<file path="src/rtl/fb_pixel_writer.sv">
// Framebuffer pixel writer: FIFO-buffered pixel requests and screen clears onto one MIG write port.
// Define FB_PIXEL_COALESCE_EN to merge consecutive same-word pixels into a single masked write.
module fb_pixel_writer #(
    parameter logic [13:0] ADDR_PREFIX = 14'h0000,
    parameter int unsigned SCREEN_W    = 256,
    parameter int unsigned SCREEN_H    = 192,
    parameter int unsigned FIFO_DEPTH  = 8
) (
    input  logic        clk,
    input  logic        rst,
    input  logic        calib_done,
    input  logic        clear_req,
    input  logic [7:0]  clear_rgb,
    output logic        clear_busy,
    input  logic        pixel_valid,
    output logic        pixel_ready,
    input  logic [7:0]  pixel_rgb,
    input  logic [7:0]  pixel_x,
    input  logic [7:0]  pixel_y,
    output logic [7:0]  oob_count,
    output logic        mem_cmd_en,
    output logic [2:0]  mem_cmd_instr,
    output logic [5:0]  mem_cmd_bl,
    output logic [29:0] mem_cmd_byte_addr,
    input  logic        mem_cmd_full,
    output logic        mem_wr_en,
    output logic [3:0]  mem_wr_mask,
    output logic [31:0] mem_wr_data,
    input  logic        mem_wr_full,
    input  logic        mem_wr_empty
);

    localparam int unsigned AW        = $clog2(FIFO_DEPTH);
    localparam logic [5:0]  LAST_WORD = 6'(SCREEN_W / 4 - 1);
    localparam logic [7:0]  LAST_LINE = 8'(SCREEN_H - 1);
    localparam logic [8:0]  W_LIM     = 9'(SCREEN_W);
    localparam logic [8:0]  H_LIM     = 9'(SCREEN_H);

    typedef enum logic [2:0] {
        WAIT_CAL, CLR_FILL, CLR_CMD, CLR_WAIT, RUN, PX_WR, PX_CMD
    } state_t;

    state_t state, state_n;

    logic [23:0] fifo_mem [FIFO_DEPTH];
    logic [AW:0] wr_ptr, rd_ptr;
    logic        fifo_empty, fifo_full, push, pop;
    logic [7:0]  head_rgb, head_x, head_y;
    logic [13:0] head_word;
    logic [3:0]  head_sel;
    logic        head_oob;

    logic [5:0]  word_cnt;
    logic [7:0]  line;
    logic        clr_pending, clr_start, oob_hit, load_stg;
    logic [7:0]  clr_rgb_q, clr_active;
    logic [13:0] stg_word;
    logic [3:0]  stg_mask;
    logic [31:0] stg_data;

    assign fifo_empty  = (wr_ptr == rd_ptr);
    assign fifo_full   = (wr_ptr[AW] != rd_ptr[AW]) && (wr_ptr[AW-1:0] == rd_ptr[AW-1:0]);
    assign push        = pixel_valid && !fifo_full;
    assign pixel_ready = !fifo_full;

    assign {head_rgb, head_x, head_y} = fifo_mem[rd_ptr[AW-1:0]];
    assign head_word = {head_y, head_x[7:2]};
    assign head_sel  = 4'b0001 << head_x[1:0];
    assign head_oob  = ({1'b0, head_x} >= W_LIM) || ({1'b0, head_y} >= H_LIM);

    assign clear_busy    = clr_pending || (state == CLR_FILL) || (state == CLR_CMD) || (state == CLR_WAIT);
    assign mem_cmd_instr = 3'b000;

`ifdef FB_PIXEL_COALESCE_EN
    logic        stg_merge;
    logic [31:0] head_lanes;
    assign head_lanes = {{8{head_sel[3]}}, {8{head_sel[2]}}, {8{head_sel[1]}}, {8{head_sel[0]}}};
`endif

    always_comb begin
        state_n           = state;
        pop               = 1'b0;
        clr_start         = 1'b0;
        oob_hit           = 1'b0;
        load_stg          = 1'b0;
        mem_cmd_en        = 1'b0;
        mem_cmd_bl        = '0;
        mem_cmd_byte_addr = '0;
        mem_wr_en         = 1'b0;
        mem_wr_mask       = '0;
        mem_wr_data       = '0;
`ifdef FB_PIXEL_COALESCE_EN
        stg_merge         = 1'b0;
`endif
        case (state)
            WAIT_CAL: begin
                if (calib_done) begin
                    state_n   = CLR_FILL;
                    clr_start = 1'b1;
                end
            end
            CLR_FILL: begin
                mem_wr_data = {4{clr_active}};
                if (!mem_wr_full) begin
                    mem_wr_en = 1'b1;
                    if (word_cnt == LAST_WORD)
                        state_n = CLR_CMD;
                end
            end
            CLR_CMD: begin
                mem_cmd_bl        = LAST_WORD;
                mem_cmd_byte_addr = {ADDR_PREFIX, line, 8'h00};
                if (!mem_cmd_full) begin
                    mem_cmd_en = 1'b1;
                    state_n    = CLR_WAIT;
                end
            end
            CLR_WAIT: begin
                if (mem_wr_empty)
                    state_n = (line == LAST_LINE) ? RUN : CLR_FILL;
            end
            RUN: begin
                if (clr_pending && fifo_empty) begin
                    state_n   = CLR_FILL;
                    clr_start = 1'b1;
                end else if (!fifo_empty) begin
                    pop = 1'b1;
                    if (head_oob) begin
                        oob_hit = 1'b1;
                    end else begin
                        load_stg = 1'b1;
                        state_n  = PX_WR;
                    end
                end
            end
            PX_WR: begin
                mem_wr_mask = stg_mask;
                mem_wr_data = stg_data;
`ifdef FB_PIXEL_COALESCE_EN
                // Absorbing a pixel takes priority over the flush, even while memory is full.
                if (!fifo_empty && !head_oob && head_word == stg_word && !clr_pending) begin
                    pop       = 1'b1;
                    stg_merge = 1'b1;
                end else if (!mem_wr_full) begin
                    mem_wr_en = 1'b1;
                    state_n   = PX_CMD;
                end
`else
                if (!mem_wr_full) begin
                    mem_wr_en = 1'b1;
                    state_n   = PX_CMD;
                end
`endif
            end
            PX_CMD: begin
                mem_cmd_byte_addr = {ADDR_PREFIX, stg_word, 2'b00};
                if (!mem_cmd_full) begin
                    mem_cmd_en = 1'b1;
                    state_n    = RUN;
                end
            end
            default: state_n = WAIT_CAL;
        endcase
    end

    always_ff @(posedge clk) begin
        if (push)
            fifo_mem[wr_ptr[AW-1:0]] <= {pixel_rgb, pixel_x, pixel_y};
    end

    always_ff @(posedge clk or posedge rst) begin
        if (rst) begin
            state       <= WAIT_CAL;
            wr_ptr      <= '0;
            rd_ptr      <= '0;
            word_cnt    <= '0;
            line        <= '0;
            clr_pending <= 1'b1;
            clr_rgb_q   <= '0;
            clr_active  <= '0;
            oob_count   <= '0;
            stg_word    <= '0;
            stg_mask    <= '0;
            stg_data    <= '0;
        end else begin
            state <= state_n;
            if (push)
                wr_ptr <= wr_ptr + 1'b1;
            if (pop)
                rd_ptr <= rd_ptr + 1'b1;

            // A request coinciding with a clear start keeps pending set, re-arming another clear.
            if (clear_req) begin
                clr_pending <= 1'b1;
                clr_rgb_q   <= clear_rgb;
            end else if (clr_start) begin
                clr_pending <= 1'b0;
            end
            if (clr_start) begin
                clr_active <= clr_rgb_q;
                line       <= '0;
            end else if (state == CLR_WAIT && mem_wr_empty) begin
                line <= (line == LAST_LINE) ? 8'd0 : line + 8'd1;
            end

            if (state == CLR_FILL && mem_wr_en)
                word_cnt <= (word_cnt == LAST_WORD) ? 6'd0 : word_cnt + 6'd1;

            if (oob_hit && oob_count != 8'hFF)
                oob_count <= oob_count + 8'd1;

            if (load_stg) begin
                stg_word <= head_word;
                stg_mask <= ~head_sel;
                stg_data <= {4{head_rgb}};
            end
`ifdef FB_PIXEL_COALESCE_EN
            if (stg_merge) begin
                stg_mask <= stg_mask & ~head_sel;
                stg_data <= (stg_data & ~head_lanes) | ({4{head_rgb}} & head_lanes);
            end
`endif
        end
    end

endmodule

</file>
<file path="config.mk">
export PLATFORM = sky130hd
export DESIGN_NAME = fb_pixel_writer
export DESIGN_NICKNAME = d
export VERILOG_FILES = /design/src/rtl/fb_pixel_writer.sv
export SDC_FILE = /design/constraint.sdc
export NUM_CORES = 1
export LEC_CHECK = 0
export CAP_MARGIN = 20
export CORE_ASPECT_RATIO = 0.7
export CORE_UTILIZATION = 35
export DETAILED_ROUTE_END_ITERATION = 10
export SYNTH_ARGS = -nofsm -noshare
export SYNTH_HDL_FRONTEND = slang
export SYNTH_SLANG_ARGS = --single-unit
</file>
<file path="constraint.sdc">
create_clock -name clk -period 3.9 [get_ports clk]
set_clock_uncertainty 0.2 [all_clocks]
set_input_delay 0.78 -clock clk [delete_from_list [all_inputs] [get_ports clk]]
set_output_delay 0.78 -clock clk [all_outputs]
set_load 0.005 [all_outputs]
</file>
==> metrics.yaml <==
multiInputGateArea_um2: 3160
drive_above_1_share_pct: 19.1
fin_area_um2: 13500
gp_congestion: 0.767
cts_buffer_depth: 3
cts_tree: "done"
synthCells: 688
crit_path_end_kind: "output port"
drcViolationCount: 0
yosys.area_share.simple_pct: 6.22
synth_top_cell_area_share_pct: 51.2
syn_avg_cell_area_um2: 16.4
synth_area_leader_cell: "edfxtp_1"
grt_overflow: 0
synth_area_um2: 11300
synth_xor_area_share_pct: 1.61
ys_top_cells_by_area: "edfxtp_1, dfrtp_1, mux4_2"
worst_pin_slew_ns: 0.976
post-route-util_pct: 42.9
io_buffers: 107
synth_top_family_by_area: "multiplexers"
hold_viol: 0
via_per_inst: 4.89
report.final.setup_viol: 0
max_freq_mhz: 285
finalCritPeriodShare_pct: 90.1
die_area_um2: 32900
seq_area_um2: 7670
io_pins: 127
ctsResizeCount: 0
grt_pass1_vias: 5992
fp.dieW_um: 216
crit_type: "flop to output port"
ys_ff_latch: 268
critPathMaxFanout: 17
slew_headroom_pct: 34.7
ys_top_cells_by_count: "edfxtp_1, dfrtp_1, buf_4"
num_vias: 5991
fp-row-count: 54
coreArea_um2: 31400
async_flop_share_pct: 28.4
holdBufCountCts: 0
dp_hpwl_um: 15000
leakage_nw: 4.66
cts_setup_buffers: 0
timing.hold.ws_ns: 0.270
report.power.total_w: 0.00755
seq_area_frac_synth_pct: 68.1
synth_ff_type: "edfxtp_1"
num-nets-final: 830
path_clk_slew_ns: 0.06
synth_fa_ha_area_share_pct: 0.555
grt_setup_unrepaired: "false"
antenna_found_initial: 2
root_buffer: "clkbuf_16"
totalWireLength_um: 23200
first_pass_iters: 4
synth_most_common_cell: "edfxtp_1"
fill_cells: 2773
cp.required_ns: 2.92
syn2layout_area_growth_pct: 19.8
layout_min_cycle_time_ns: 3.51
grt_pass1_wl_um: 36300
synth_compound_gate_area_share_pct: 3.89
ant_nets: 0
numCtsBuffers: 26
ir_drop_v: 0.000308
routedWlPerCell_um: 19.0
start_kind: "flop"
clock-sinks: 268
grt_max_degree: 42
fin_setup_tns_ns: 0
track_usage_pct: 14.3
pwr_density_cell_nw_per_um2: 560
arrival_ns: 2.53
synth.area.mux_share_pct: 14.9
drtIter0Drc: 498
start_util_pct: 35.9
placed_cell_area_um2: 12700
h-tree-depth: 1
die_y_um: 152
status: "completed"
min_path_type: "flop to flop"
clock_latency_ns: 0.54
synth_cell_type_count: 57
drv_slew: 0
ys_warn_count: 0
synth_edf_count: 192
maxCapViolations: 0
-- flip-flops by register name, indices dropped and copies added (netlist names), 4 cells and up --
signal and flops:
line 8, stg_word 14, stg_data 8, stg_mask 4, oob_count 8, clr_active 8
clr_rgb_q 8, word_cnt 6, rd_ptr 4, fifo_mem 192, wr_ptr 4
-- through the flow --
stage | setup WS (ns) | cells
after floorplan | 0.256 | 706
after global placement | 0.934 | 1177
after detailed placement | 0.898 | 1177
after CTS | 0.331 | 1225
after global routing | 0.158 | 1225
final | 0.386 | 1226
-- cells by family after synthesis --
family | after synthesis
other | 1
AO/OA/AOI/OAI | 69
buffers and inverters | 85
AND/OR/NAND/NOR | 137
multiplexers | 104
adder cells (fa/ha/maj) | 5
flip-flops | 268
XOR/XNOR | 19
-- report_power, final --
group | internal (W) | switching (W) | total [W] | leakage [nW]
Clock | 0.00139 | 0.00104 | 0.00244 | 0.411
Combinational | 0.000685 | 0.000715 | 0.00140 | 1.51
Sequential | 0.00350 | 0.000216 | 0.00372 | 2.74
Total | 0.00558 | 0.00197 | 0.00755 | 4.66
-- critical path, cell delays in order (launching register included) --
cell             delay [ns]
dfrtp_1                0.65
nand2b_1               0.38
nor2_1                 0.40
clkdlybuf4s50_1        0.57
-- layout by cell type, fill, tap and decap left out, drive strengths merged, types with 2 or more instances in the layout --
cell type,count
edfxtp,192
clkdlybuf4s50,107
dfrtp,75
mux4,48
nand2,39
clkbuf,35
mux2i,34
nor2,32
o21ai,31
buf,24
mux2,22
conb,19
xnor2,16
a21oi,14
clkinv,12
and3,11
nand3,10
and2,8
a22o,8
nand4,7
nand2b,6
nor3,6
ha,5
nor2b,4
a31oi,4
inv,4
xor2,3
nor4,3
nand3b,2
o31ai,2
or2,2
a211oi,2
a21o,2
bufinv,2
or3b,2
a41oi,2
-- layout make-up --
type	count	area share, %
clock buffers	35	5.15
flip-flops and latches	268	56.9
diodes	1	0.0186
repair buffers	131	9.46
well taps	420	3.90
inverters	5	0.148
clock inverters	13	1.02
multi-input cells	353	23.4
-- final timing paths --
kind	start	to	slack, ns	depth (start not counted)
max	state[0]	mem_wr_data[10]	0.39	3
min in group asynchronous	rst	wr_ptr[3]	0.46	2
max in group asynchronous	rst	clr_pending	2.32	3
min	stg_mask[0]	stg_mask[0]	0.27	1
min reg2reg	stg_mask[0]	stg_mask[0]	0.27	1
max reg2reg	state[2]	oob_count[7]	0.99	4
-- metal layers --
metal	global-route usage, %	vias to the layer above	part of all wire [%]
met3	3.02	25	6.5
met4	2.38	2	1.4
li1	-	2753	-
met2	21.6	171	44
met5	0	-	0.073
met1	21.6	3040	48
(Power assumes the default switching activity.)
